--- src/rtl/univ_shift_reg.sv ---
// Universal shift register: hold, shift right/left, parallel load, serial out, saturating shift counter and word-done pulse.
// Optional recirculating shift enabled by defining UNIV_SHIFT_ROTATE_EN (adds the rotate port).
module univ_shift_reg #(
    parameter int WIDTH = 8,
    parameter int CW    = $clog2(WIDTH + 1)
) (
    input  logic             clk,
    input  logic             rst_n,
    input  logic             en,
    input  logic [1:0]       mode,
    input  logic             sin,
    input  logic [WIDTH-1:0] d,
`ifdef UNIV_SHIFT_ROTATE_EN
    input  logic             rotate,
`endif
    output logic [WIDTH-1:0] q,
    output logic             sout,
    output logic [CW-1:0]    shift_cnt,
    output logic             done
);

    localparam logic [1:0]    MODE_SHR  = 2'b01;
    localparam logic [1:0]    MODE_SHL  = 2'b10;
    localparam logic [1:0]    MODE_LOAD = 2'b11;
    localparam logic [CW-1:0] CNT_FULL  = CW'(WIDTH);
    localparam logic [CW-1:0] CNT_LAST  = CW'(WIDTH - 1);

    logic [WIDTH-1:0] r_q;
    logic             r_sout;
    logic [CW-1:0]    r_cnt;
    logic             r_done;

    logic             w_in_r;
    logic             w_in_l;
    logic [CW-1:0]    w_cnt_inc;
    logic [WIDTH-1:0] w_q_nxt;
    logic             w_sout_nxt;
    logic [CW-1:0]    w_cnt_nxt;
    logic             w_done_nxt;

`ifdef UNIV_SHIFT_ROTATE_EN
    assign w_in_r = rotate ? r_q[0]       : sin;
    assign w_in_l = rotate ? r_q[WIDTH-1] : sin;
`else
    assign w_in_r = sin;
    assign w_in_l = sin;
`endif

    // Counter saturates at WIDTH so done can fire only once per word.
    assign w_cnt_inc = (r_cnt < CNT_FULL) ? r_cnt + 1'b1 : r_cnt;

    always_comb begin
        w_q_nxt    = r_q;
        w_sout_nxt = r_sout;
        w_cnt_nxt  = r_cnt;
        w_done_nxt = 1'b0;
        if (en) begin
            case (mode)
                MODE_SHR: begin
                    w_q_nxt    = {w_in_r, r_q[WIDTH-1:1]};
                    w_sout_nxt = r_q[0];
                    w_cnt_nxt  = w_cnt_inc;
                    w_done_nxt = (r_cnt == CNT_LAST);
                end
                MODE_SHL: begin
                    w_q_nxt    = {r_q[WIDTH-2:0], w_in_l};
                    w_sout_nxt = r_q[WIDTH-1];
                    w_cnt_nxt  = w_cnt_inc;
                    w_done_nxt = (r_cnt == CNT_LAST);
                end
                MODE_LOAD: begin
                    w_q_nxt   = d;
                    w_cnt_nxt = '0;
                end
                default: ;
            endcase
        end
    end

    always_ff @(posedge clk or negedge rst_n) begin
        if (!rst_n) begin
            r_q    <= '0;
            r_sout <= 1'b0;
            r_cnt  <= '0;
            r_done <= 1'b0;
        end else begin
            r_q    <= w_q_nxt;
            r_sout <= w_sout_nxt;
            r_cnt  <= w_cnt_nxt;
            r_done <= w_done_nxt;
        end
    end

    assign q         = r_q;
    assign sout      = r_sout;
    assign shift_cnt = r_cnt;
    assign done      = r_done;

endmodule

--- config.mk ---
export PLATFORM = sky130hd
export DESIGN_NAME = univ_shift_reg
export DESIGN_NICKNAME = d
export VERILOG_FILES = /design/src/rtl/univ_shift_reg.sv
export SDC_FILE = /design/constraint.sdc
export NUM_CORES = 1
export LEC_CHECK = 0
export CAP_MARGIN = 15
export CORE_UTILIZATION = 40
export CTS_BUF_LIST = sky130_fd_sc_hd__clkbuf_4 sky130_fd_sc_hd__clkbuf_8
export DETAILED_ROUTE_END_ITERATION = 10
export PLACE_DENSITY_LB_ADDON = 0.2
export SETUP_SLACK_MARGIN = 0.4
export SLEW_MARGIN = 20
export SYNTH_ARGS = -nofsm -noshare
export SYNTH_HDL_FRONTEND = slang
export SYNTH_SLANG_ARGS = --single-unit
--- constraint.sdc ---
create_clock -name clk -period 1.2 [get_ports clk]
set_clock_uncertainty 0.05 [all_clocks]
set_input_delay 0.24 -clock clk [delete_from_list [all_inputs] [get_ports clk]]
set_output_delay 0.24 -clock clk [all_outputs]
set_load 0.005 [all_outputs]
==> qor.yml, run 1 <==
outcome:
  status: "finished, violations left"
  violations: "setup timing"
drt:
  routed_wl_um: 3260
  drtAntennaViolNets: 0
  via_per_inst: 5.59
  drt-wirelength-per-cell_um: 19.0
  dr_total_vias: 962
  firstDrtPassIters: 6
  drc: 0
  drt_iter0_markers: 42
logic_synthesis:
  syn_inst: 83
  ys_seq_area_share_pct: 44.1
  synth-seq-cells: 14
  syn_avg_cell_area_um2: 9.57
  synthXorXnorAreaFrac_pct: 0
  synth_top_family_by_area: "compound AO/OA/AOI/OAI gates"
  yosys.area_share.simple_pct: 12.3
  synthMuxAreaShare_pct: 1.26
  synth_warnings: 0
  synth_nets: 101
  synth_compound_area_share_pct: 29.3
  yosys.cell_types.count: 22
  syn_area_um2: 795
  synth_fa_ha_area_share_pct: 6.30
setup_path:
  arrival_ns: 1.40
  crit_chain: "buf_6, buf_6, ha_4, a32oi_2, o21ai_1"
  worstPathRequired_ns: 1.32
  path_buf_inv: 2
  endpoint_kind: "flop"
  cpMaxStageDelayCell: "dfrtp_1"
  cp_top_family: "flip-flops"
  cpMostUsedCell: "buf_6"
  max_stage_delay_ns: 0.42
  crit_fanout: 3
  start_kind: "flop"
  worstSetupPathType: "reg -> reg"
floorplanning:
  row_count: 15
  dieArea_um2: 2170
  core_um2: 1800
  io_pins: 28
  die_y_um: 46.6
  start_util_pct: 44.1
  die_w_um: 46.6
pwr:
  powerDensity_nw_per_um2: 1410
  p_int_mw: 1.45
  p_clk_share_pct: 15.9
  swShare_pct: 35.0
  power.switching_mw: 0.778
  pwr-share-seq_pct: 29.0
  power_leakage_nw: 0.737
  power_mw: 2.22
  ir_drop_uv: 1220
  combPwrFrac_pct: 55.1
sta:
  timing.fmax_ghz: 0.781
  slew_viol_final: 0
  final.period_utilization_pct: 107
  rsz0062_at_grt: "true"
  final-setup-viol-count: 4
  layout_setup_ws_ns: -0.0804
  finalCriticalPeriod_ns: 1.28
  slew_headroom_pct: 78.3
  finalHoldViolCount: 0
  worstMarginPinSlew_ns: 0.324
place:
  dp_hpwl_um: 1490
  routabilityCongestion: 0.799
  preCtsSetupSlack_ns: -0.549
  io_buffers: 27
cells_and_area:
  drive_gt1_share_pct: 57.1
  nets: 166
  n_antenna_cell: 0
  layout_common_cells: "18 x buf_6, 17 x buf_4, 14 x dfrtp_1, 14 x buf_2"
  areaGrowthSynthToFinish_pct: 98.4
  final_common_cell: "buf_6"
global_routing:
  grt_overflow_total: 0
  grt_pass1_vias: 888
  grt_antenna_before_repair: 0
  grt_pass1_wl_um: 4310
  grtUsageTotal_pct: 29.7
  grt_max_degree: 17
run:
  cap_violations: 0
clock_network:
  h-tree-depth: 1
  clock_latency_ns: 0.29
  cts_made_buffers: 3
  numClockSinks: 14
  cts_max_path_buffers: 2
  clock-root-buffer: "clkbuf_4"
  cts_tree: "yes"
  clkSlewWorstSetupHoldPaths_ns: 0.09
  hold_buffers: 0
min_path:
  min_path_type: "in -> async"
-- final timing paths --
kind / cells past startpoint / end / slack, ns / startpoint
max in group asynchronous: 2 / q[2] / 0.72 / rst_n
hold reg to reg: 2 / shift_cnt[1] / 0.57 / shift_cnt[1]
min in group clk: 3 / shift_cnt[1] / 0.49 / en
setup / recovery: 5 / shift_cnt[2] / -0.08 / shift_cnt[0]
hold / removal: 2 / q[7] / 0.21 / rst_n
setup reg to reg: 5 / shift_cnt[2] / -0.08 / shift_cnt[0]
-- layer usage --
metal	track usage, %	vias to the layer above	part of all wire (%)
met2	49.4	70	47
met1	38.9	452	41
met4	10.0	0	3.2
li1	-	428	-
met5	0	-	0
met3	3.92	12	8.8
-- sequential cells by signal, summed over array words and instances (netlist names) --
| register | flops |
|---|---|
| q | 8 |
| shift_cnt | 4 |
| done | 1 |
| sout | 1 |
-- final cells by class --
class / instances / area, um^2
timing repair buffer: 64 / 569
multi-input combinational: 61 / 546
sequential: 14 / 350
fill: 85 / 225
inverter: 4 / 43.8
clock buffer: 4 / 36.3
tap: 25 / 31.3
-- what timing repair did --
item / in CTS / in global routing
buffers inserted: 16 / 2
pin swaps: 18 / 9
endpoints found under the setup margin: 28 / 28
resized for setup: 91 / 16
-- synth_stat cells --
master	n	area share (%)
ha_1	4	6.3
a22o_2	2	2.5
nor2_2	1	0.79
and3b_1	1	1.1
nor2_1	1	0.47
inv_1	4	1.9
and3_1	1	0.79
o21ai_1	10	6.3
a31oi_1	3	2.4
a32oi_1	1	1.1
a21oi_1	11	6.9
buf_2	1	0.63
dfrtp_1	14	44
nand2b_2	1	1.1
nor2b_1	3	2.4
buf_6	3	4.3
a22o_1	6	6.6
and2b_1	1	0.95
o21ai_0	2	1.3
o2bb2ai_1	2	2.2
mux2i_1	1	1.3
nand2_1	10	4.7
-- power by group through the flow --
stage	Sequential, mW	Clock [mW]	Combinational (mW)
5_1_grt	0.652	0.369	1.29
3_5_place_dp	0.668	0	0.848
3_3_place_gp	0.663	0	0.833
4_1_cts	0.638	0.349	1.03
2_1_floorplan	0.703	0	0.300
6_report	0.646	0.352	1.23
-- logic make-up after synthesis --
group,Yosys count
simple gates,19
compound gates,37
fa+ha+maj,4
flops,14
mux,1
buf+inv,8
-- per-stage QoR --
step | cell area, um^2 | instances | util [%] | TNS (ns) | hold slack (ns)
after global placement | 1310 | 150 | 72.9 | -6.76 | 0.498
after global routing | 1580 | 172 | 87.5 | -0.292 | 0.235
final | 1580 | 172 | 87.5 | -0.215 | 0.209
after floorplan | 902 | 83 | - | 0 | -0.106
after CTS | 1500 | 170 | 83.3 | -0.0504 | 0.218
after detailed placement | 1310 | 150 | 72.9 | -7.11 | 0.498
Note: power is estimated with default switching activity, not from simulation.
==> run 2, diff against run 1 <==
GPL_TIMING_DRIVEN = 0   (was not set)
==> qor.yml, run 2 (same netlist as run 1, synthesis figures left out) <==
floorplanning:
  die_w_um: 46.6
  row_count: 15
  start_util_pct: 44.1
  core_um2: 1800
  die_y_um: 46.6
  io_pins: 28
  dieArea_um2: 2170
clock_network:
  cts_made_buffers: 3
  clock_latency_ns: 0.29
  cts_max_path_buffers: 2
  cts_tree: "yes"
  hold_buffers: 0
  clkSlewWorstSetupHoldPaths_ns: 0.09
  numClockSinks: 14
  h-tree-depth: 1
  clock-root-buffer: "clkbuf_4"
sta:
  worstMarginPinSlew_ns: 0.638
  final.period_utilization_pct: 99.4
  slew_headroom_pct: 57.4
  timing.fmax_ghz: 0.839
  layout_setup_ws_ns: 0.00745
  rsz0062_at_grt: "true"
  whs_ns: 0.0210
  finalCriticalPeriod_ns: 1.19
  slew_viol_final: 0
  finalSetupTns_ns: 0
  final-setup-viol-count: 0
  finalHoldViolCount: 0
place:
  place_inst: 135
  io_buffers: 27
  dp_hpwl_um: 1350
  place_area_um2: 1200
  routabilityCongestion: 0.797
  preCtsSetupSlack_ns: -0.742
setup_path:
  endpoint_kind: "flop"
  worstPathRequired_ns: 1.33
  rr_worst_depth: 4
  crit_chain: "buf_6, ha_4, a31oi_2, o2bb2ai_2"
  start_kind: "flop"
  r2r_start: "shift_cnt[1]"
  worstSetupPathType: "reg -> reg"
  max_stage_delay_ns: 0.41
  arrival_ns: 1.32
  cpMaxStageDelayCell: "dfrtp_1"
  crit_fanout: 2
  crit_start: "shift_cnt[1]"
global_routing:
  grt_overflow_total: 0
  grt_pass1_wl_um: 3730
  grtUsageTotal_pct: 25.0
  grt_max_degree: 15
  grt_pass1_vias: 808
  grt_antenna_before_repair: 0
cells_and_area:
  largest_register_ffs: 8
  final_util_pct: 82.1
  drive_gt1_share_pct: 50.4
  final_common_cell: "buf_6"
  n_antenna_cell: 0
  areaGrowthSynthToFinish_pct: 86.1
  nets: 154
  fin_area_um2: 1480
  layout_common_cells: "18 x buf_6, 14 x dfrtp_1, 14 x buf_2"
  fin_cells: 160
drt:
  drc: 0
  drt_iter0_markers: 13
  firstDrtPassIters: 4
  dr_total_vias: 870
  drtAntennaViolNets: 0
  via_per_inst: 5.44
  routed_wl_um: 2590
  drt-wirelength-per-cell_um: 16.2
pwr:
  power.switching_mw: 0.696
  combPwrFrac_pct: 51.6
  power_mw: 2.09
  p_int_mw: 1.39
  swShare_pct: 33.4
  power_leakage_nw: 0.687
  pwr-share-seq_pct: 31.4
  p_clk_share_pct: 17.1
  powerDensity_nw_per_um2: 1410
  ir_drop_uv: 922
outcome:
  status: "complete, no violations"
min_path:
  min_path_type: "in -> async"
run:
  cap_violations: 0
-- run 2: cell types whose count changed in the layout (fill, tap and decap cells not counted), moves of 2 or more --
cell and delta:
buf_4 -12, a21oi_1 +3, buf_12 +2, o21ai_2 -2, dlygate4sd2_1 +2, a21oi_2 -2
clkdlybuf4s50_1 -3
-- run 2: cell type report --
cell class                 instances  area [um^2]
clock buffer                       4         36.3
timing repair buffer              48          454
buffer                             4         45.0
inverter                           4         43.8
fill                             106          323
sequential                        14          350
multi-input combinational         61          518
tap                               25         31.3
-- run 2: path summary, 6_finish.rpt --
check / slack, ns / end
min in group clk: 0.34 / q[7]
max in group asynchronous: 0.67 / shift_cnt[2]
hold / removal: 0.02 / q[3]
hold reg to reg: 0.55 / sout
setup / recovery: 0.007 / shift_cnt[1]
setup reg to reg: 0.007 / shift_cnt[1]
-- run 2: repair_timing --
item	in CTS	in global routing
pin swaps	12	6
gates cloned	0	0
buffers inserted	19	2
setup endpoints to repair	42	28
resized for setup	83	20
-- run 2: critical path: cells and delay by family, from the launching register on --
| family | cells | cell delay, ns |
|---|---|---|
| fa+ha+maj | 1 | 0.23 |
| flops | 1 | 0.41 |
| buf+inv | 1 | 0.13 |
| compound gates | 2 | 0.27 |
-- run 2: power groups by stage --
stage / Sequential (mW) / Combinational, mW / Clock, mW
2_1_floorplan: 0.703 / 0.300 / 0
3_3_place_gp: 0.714 / 0.629 / 0
3_5_place_dp: 0.714 / 0.638 / 0
4_1_cts: 0.650 / 0.921 / 0.349
5_1_grt: 0.666 / 1.16 / 0.391
6_report: 0.654 / 1.08 / 0.356
-- run 2: metal layers --
| metal | part of all wire, % | wire [um] | track usage, % |
|---|---|---|---|
| met1 | 41 | 1070 | 33.7 |
| met2 | 50 | 1300 | 37.2 |
| met3 | 5.3 | 138 | 6.27 |
| met4 | 3.1 | 81 | 11.2 |
| met5 | 0 | 0 | 0 |
